**src/rtl/nios_system_descriptor_fetch.sv**
```systemverilog
// Descriptor fetch engine: walks a linked chain of 4-word descriptors over an
// Avalon-MM read master and presents each hardware-owned descriptor on a valid/ready stream.
module nios_system_descriptor_fetch #(
  parameter int MAX_DESC = 256,
  parameter int ADDR_W   = 10
) (
  input  logic              clk,
  input  logic              reset_n,
  input  logic              start,
  input  logic [ADDR_W-1:0] head_ptr,
  input  logic              abort,
  output logic [ADDR_W-1:0] m_address,
  output logic              m_read,
  input  logic              m_waitrequest,
  input  logic              m_readdatavalid,
  input  logic [31:0]       m_readdata,
  output logic              desc_valid,
  input  logic              desc_ready,
  output logic [31:0]       desc_src,
  output logic [31:0]       desc_dst,
  output logic [31:0]       desc_len,
  output logic [31:0]       desc_ctrl,
  output logic              busy,
  output logic              done,
  output logic [2:0]        status,
  output logic              aborted
);

  localparam int CNT_W = $clog2(MAX_DESC + 1);

  typedef enum logic [2:0] {S_IDLE, S_FETCH, S_CHECK, S_OUT, S_DONE} state_t;

  localparam logic [2:0] ST_EOC   = 3'b001;
  localparam logic [2:0] ST_NOOWN = 3'b010;
  localparam logic [2:0] ST_ERR   = 3'b100;

  state_t            state, next_state;
  logic [ADDR_W-1:0] ptr;
  logic [2:0]        issue_cnt, recv_cnt;
  logic              rd_hold;
  logic              abort_q;
  logic [CNT_W-1:0]  desc_cnt;
  logic [3:0][31:0]  words;
  logic [2:0]        status_q;
  logic              aborted_q;

  logic              abort_any, rd_accept, beat, drained, handshake;
  logic              own, eoc;
  logic [ADDR_W-1:0] next_ptr;
  logic              fin, fin_abort;
  logic [2:0]        fin_status;

  assign abort_any = abort | abort_q;
  // Once a request is stalled it must stay up even if abort arrives meanwhile.
  assign m_read    = (state == S_FETCH) && (issue_cnt != 3'd4) && (rd_hold || !abort_any);
  assign m_address = ptr + ADDR_W'(issue_cnt);
  assign rd_accept = m_read && !m_waitrequest;
  assign beat      = (state == S_FETCH) && m_readdatavalid && (recv_cnt != 3'd4);
  assign drained   = !m_read && ((recv_cnt == issue_cnt) ||
                                 (beat && (recv_cnt + 3'd1 == issue_cnt)));
  assign handshake = (state == S_OUT) && desc_ready;

  assign own      = words[3][31];
  assign eoc      = words[3][30];
  assign next_ptr = {words[3][ADDR_W-1:2], 2'b00};

  assign desc_valid = (state == S_OUT);
  assign desc_src   = words[0];
  assign desc_dst   = words[1];
  assign desc_len   = words[2];
  assign desc_ctrl  = words[3];
  assign busy       = (state != S_IDLE);
  assign done       = (state == S_DONE);
  assign status     = status_q;
  assign aborted    = aborted_q;

  always_comb begin
    // NOTE: every output of this block gets a default first so no path infers a latch.
    next_state = state;
    fin        = 1'b0;
    fin_status = 3'b000;
    fin_abort  = 1'b0;
    unique case (state)
      S_IDLE: if (start) next_state = S_FETCH;
      S_FETCH: begin
        if (abort_any && drained) begin
          next_state = S_DONE;
          fin        = 1'b1;
          fin_status = ST_ERR;
          fin_abort  = 1'b1;
        end else if (beat && (recv_cnt == 3'd3)) begin
          next_state = S_CHECK;
        end
      end
      S_CHECK: begin
        if (abort_any) begin
          next_state = S_DONE;
          fin        = 1'b1;
          fin_status = ST_ERR;
          fin_abort  = 1'b1;
        end else if (!own) begin
          next_state = S_DONE;
          fin        = 1'b1;
          fin_status = ST_NOOWN;
        end else begin
          next_state = S_OUT;
        end
      end
      S_OUT: begin
        if (handshake) begin
          if (abort_any) begin
            next_state = S_DONE;
            fin        = 1'b1;
            fin_status = ST_ERR;
            fin_abort  = 1'b1;
          end else if (eoc) begin
            next_state = S_DONE;
            fin        = 1'b1;
            fin_status = ST_EOC;
          end else if (desc_cnt == CNT_W'(MAX_DESC)) begin
            next_state = S_DONE;
            fin        = 1'b1;
            fin_status = ST_ERR;
          end else begin
            next_state = S_FETCH;
          end
        end
      end
      S_DONE:  next_state = S_IDLE;
      default: next_state = S_IDLE;
    endcase
  end

  always_ff @(posedge clk or negedge reset_n) begin
    if (!reset_n) begin
      state     <= S_IDLE;
      ptr       <= '0;
      issue_cnt <= '0;
      recv_cnt  <= '0;
      rd_hold   <= 1'b0;
      abort_q   <= 1'b0;
      desc_cnt  <= '0;
      // NOTE: the word buffer drives the desc_* outputs directly, so unlike a
      // plain storage array it is reset to give defined outputs out of reset.
      words     <= '0;
      status_q  <= '0;
      aborted_q <= 1'b0;
    end else begin
      // NOTE: non-blocking assignments throughout; later assignments in this
      // block deliberately override earlier ones (counter reload beats increment).
      state   <= next_state;
      rd_hold <= m_read && m_waitrequest;

      if (abort && (state inside {S_FETCH, S_CHECK, S_OUT})) abort_q <= 1'b1;

      if (rd_accept) issue_cnt <= issue_cnt + 3'd1;

      if (beat) begin
        words[recv_cnt[1:0]] <= m_readdata;
        recv_cnt             <= recv_cnt + 3'd1;
      end

      if ((state == S_CHECK) && (next_state == S_OUT)) desc_cnt <= desc_cnt + CNT_W'(1);

      if (handshake && (next_state == S_FETCH)) begin
        ptr       <= next_ptr;
        issue_cnt <= '0;
        recv_cnt  <= '0;
      end

      if ((state == S_IDLE) && start) begin
        ptr       <= {head_ptr[ADDR_W-1:2], 2'b00};
        issue_cnt <= '0;
        recv_cnt  <= '0;
        rd_hold   <= 1'b0;
        abort_q   <= 1'b0;
        desc_cnt  <= '0;
        status_q  <= '0;
        aborted_q <= 1'b0;
      end

      if (fin) begin
        status_q  <= fin_status;
        aborted_q <= fin_abort;
      end
    end
  end

endmodule

```
**config.mk**
```make
export PLATFORM = sky130hd
export DESIGN_NAME = nios_system_descriptor_fetch
export DESIGN_NICKNAME = d
export VERILOG_FILES = /design/src/rtl/nios_system_descriptor_fetch.sv
export SDC_FILE = /design/constraint.sdc
export NUM_CORES = 1
export LEC_CHECK = 0
export CORE_MARGIN = 2
export CORE_UTILIZATION = 44
export DETAILED_ROUTE_END_ITERATION = 12
export PLACE_DENSITY = 0.77
export SETUP_SLACK_MARGIN = 0.3
export SLEW_MARGIN = 20
export SYNTH_ARGS = -nofsm -noshare
export SYNTH_HDL_FRONTEND = slang
export SYNTH_SLANG_ARGS = --single-unit
```
**constraint.sdc**
```tcl
create_clock -name clk -period 2.2 [get_ports clk]
set_clock_uncertainty 0.1 [all_clocks]
set_input_delay 0.22 -clock clk [delete_from_list [all_inputs] [get_ports clk]]
set_output_delay 0.22 -clock clk [all_outputs]
set_load 0.05 [all_outputs]
```
==> results.tsv <==
metric	value	unit
RSZ-0062 raised after global routing	yes	
routed length per instance	22.3	µm
Die H	130	µm
asr flop ratio synth	100	%
Post-Synthesis Cells	506	
Psw	7.97	mW
core region area	15700	µm²
I/O pin total	195	
post-route cell area	11600	µm²
final setup margin	0.0277	ns
Netlist Area Pre-Place	7010	µm²
Reg clk slew, reported paths	0.06	ns
most frequent cells in the layout	dfrtp_1 (151), dlygate4sd2_1 (131), mux2_4 (119)	
final hold vios	0	
Critical Path End Type	flop	
Clk pwr share	17.3	%
Max Cap Violations	0	
initial core utilization	44.6	%
Unique masters post-synth	53	
Root Buffer	clkbuf_16	
cell internal pwr	9.83	mW
met3 routed WL	1710	µm
flop-to-flop setup slack	0.03	ns
most common cell after layout, fill and taps aside	dfrtp_1	
CP required	2.41	ns
CP startpoint kind	flop	
Post-synth top flop	dfrtp_1	
initial antenna violation count	0	
layout cell share with drive strength beyond 1	40.6	%
Max clock buf depth	2	
worst-case reg-to-reg path depth	10	
vias in the first global route	5706	
Leak	5.95	nW
die area	17000	µm²
Seq pwr share	26.9	%
Max-Slew Margin vs Limit	59.4	%
Detailed Route Iter0 Violations	226	
P per Cell Area	1540	nW/µm²
# diodes	0	
Post-Syn Nets	566	
Period minus WS final	2.17	ns
critical path type	flop to flop	
clk sinks	160	
final setup violation count	0	
Setup crit start	recv_cnt[0]	
Synth Area per Inst	13.9	µm²
DRT met1 WL	8910	µm
via count	5461	
DR vias/cell	5.38	
FF-to-FF End	desc_dst[2]	
Area Growth Syn to Fin	65.2	%
slew of the pin with the lowest slew margin	0.609	ns
largest net degree at the start of global routing	60	
max layer used	met4	
Hold WC Path Type	primary input to async pin	
synthesized flop and latch total	160	
chip width	130	µm
Max Freq	0.460	GHz
Sw Share	44.8	%
Overflow after GRT	0	
Max Slew Vio Count	0	
remaining antenna violation count	0	
CTS tree	done	
R2R Path Start	recv_cnt[0]	
IO Port Bufs	192	
DP HPWL	12500	µm
Pre-Repair DR Iteration Count	4	
Placer Congestion	0.851	
peak supply drop	1.11	mV
Post-synth EDFFs	0	
crit-path max FO	8	
dpl cell area	9420	µm²
Yosys warning total	0	
status	finished, final reports clean	
Place WS	-0.0187	ns
DR WL met2	11600	µm
FP Rows	46	
Max H-tree Level	4	
Clock Latency Late Sink	0.43	ns
# nets final	848	
critical path arrival	2.38	ns
first-pass GRT wire length	31700	µm
final WL	22600	µm
final period utilization	98.7	%
sequential share of the synthesized area	57.1	%
Num CTS Buffers	17	
# DRC	0	
Total GRT Usage	25.0	%
combinational share of power	55.7	%
==> synth_stat cells (2+ instances only) <==
cell        n  area, µm²
buf_2       4       20.0
nand2_4     4       45.0
o211ai_1    9       67.6
nor3b_2     2       25.0
xnor2_1    11       96.3
and4_1      3       26.3
or3b_2      2       17.5
nand4_1     5       31.3
buf_6      13        146
buf_4       2       15.0
a211oi_1    2       15.0
a31oi_1    10       62.6
a21oi_1     7       35.0
or3_1       2       12.5
nand2_1    10       37.5
and3_1      5       31.3
xor2_1      9       78.8
ha_1       11        138
nand3_1    10       50.1
a41o_1      2       20.0
mux2_1      8       90.1
clkbuf_1    5       18.8
nor2_1     23       86.3
and2_1     10       62.6
o21ai_0     8       40.0
mux2_2    120       1350
inv_1      15       56.3
nor3_1      2       10.0
a41oi_1     8       70.1
dfrtp_1   160       4000
o2111a_1    2       22.5
==> routing by layer <==
layer / vias to the layer above / global-route usage [%]
met5: - / 0
li1: 2400 / -
met3: 36 / 8.28
met2: 217 / 44.0
met4: 0 / 7.27
met1: 2808 / 29.3
==> how the worst max path moves through the flow <==
stage / to / slack, ns / cells past startpoint
6_report: desc_dst[2] / 0.03 / 10
5_1_grt: desc_dst[2] / -0.02 / 10
3_5_place_dp: ptr[4] / -0.02 / 5
3_3_place_gp: ptr[9] / 0.1 / 5
4_1_cts: m_address[8] / 0.03 / 6
2_1_floorplan: state[0] / 0.21 / 6
==> flip-flops by register name, summed over array words and instances (netlist names) <==
signal     flops
rd_hold        1
desc_dst      32
state          3
recv_cnt       3
ptr            8
status         3
abort_q        1
desc_ctrl     32
desc_cnt       9
issue_cnt      3
desc_len      32
aborted        1
desc_src      32
==> per-stage QoR <==
stage	utilization (%)	cells	total power, mW	setup TNS (ns)	hold slack [ns]
CTS	68.6	984	16.8	0	0.272
global route	73.7	1015	18.4	-0.0789	0.303
global placement	60.0	914	13.3	0	0.139
detailed placement	60.0	914	13.5	-0.0187	0.153
floorplan	-	506	10.4	0	-0.176
finish	73.7	1015	17.8	0	0.246
==> worst max-delay path, stage by stage, from the launching register on <==
cell and delay [ns]:
dfrtp_2 0.40, buf_6 0.12, inv_6 0.03, ha_4 0.15, a21bo_4 0.24, nor2_8 0.17, buf_6 0.15, nand2_8 0.10
buf_12 0.15, buf_12 0.13, mux2_4 0.29
==> repair_timing <==
| action | in CTS | in global routing |
|---|---|---|
| setup buffers | 23 | 31 |
| setup endpoints to repair | 284 | 158 |
| hold buffers | 1 | 0 |
| gates cloned | 16 | 0 |
| pin swaps | 17 | 23 |
| endpoints found under the hold margin | 56 | 0 |
| resized for setup | 207 | 147 |
==> logic make-up (layout without fill, tap and decap cells) <==
logic type | Yosys count | after routing | synth area share [%]
AO/OA/AOI/OAI | 59 | 59 | 6.51
XOR/XNOR | 20 | 20 | 2.50
adder cells (fa/ha/maj) | 11 | 11 | 1.96
buffers and inverters | 39 | 331 | 3.66
flip-flops | 160 | 160 | 57.1
multiplexers | 129 | 129 | 20.7
AND/OR/NAND/NOR | 88 | 89 | 7.55
==> area by class of cell <==
cell class                      instances  area [µm²]
Inverter                               15        63.8
Multi-Input combinational cell        308        3530
Clock inverter                          9         160
Fill cell                             949        4130
Timing Repair Buffer                  286        3110
Tap cell                              216         270
Sequential cell                       160        4020
Clock buffer                           21         440
==> power groups by stage <==
stage | Combinational [mW] | Sequential [mW] | Clock, mW
final | 9.93 | 4.79 | 3.09
after global placement | 8.59 | 4.68 | 0
after CTS | 8.95 | 4.70 | 3.10
after detailed placement | 8.70 | 4.75 | 0
after floorplan | 2.46 | 7.97 | 0
after global routing | 10.3 | 4.91 | 3.23
(Power assumes the default switching activity.)
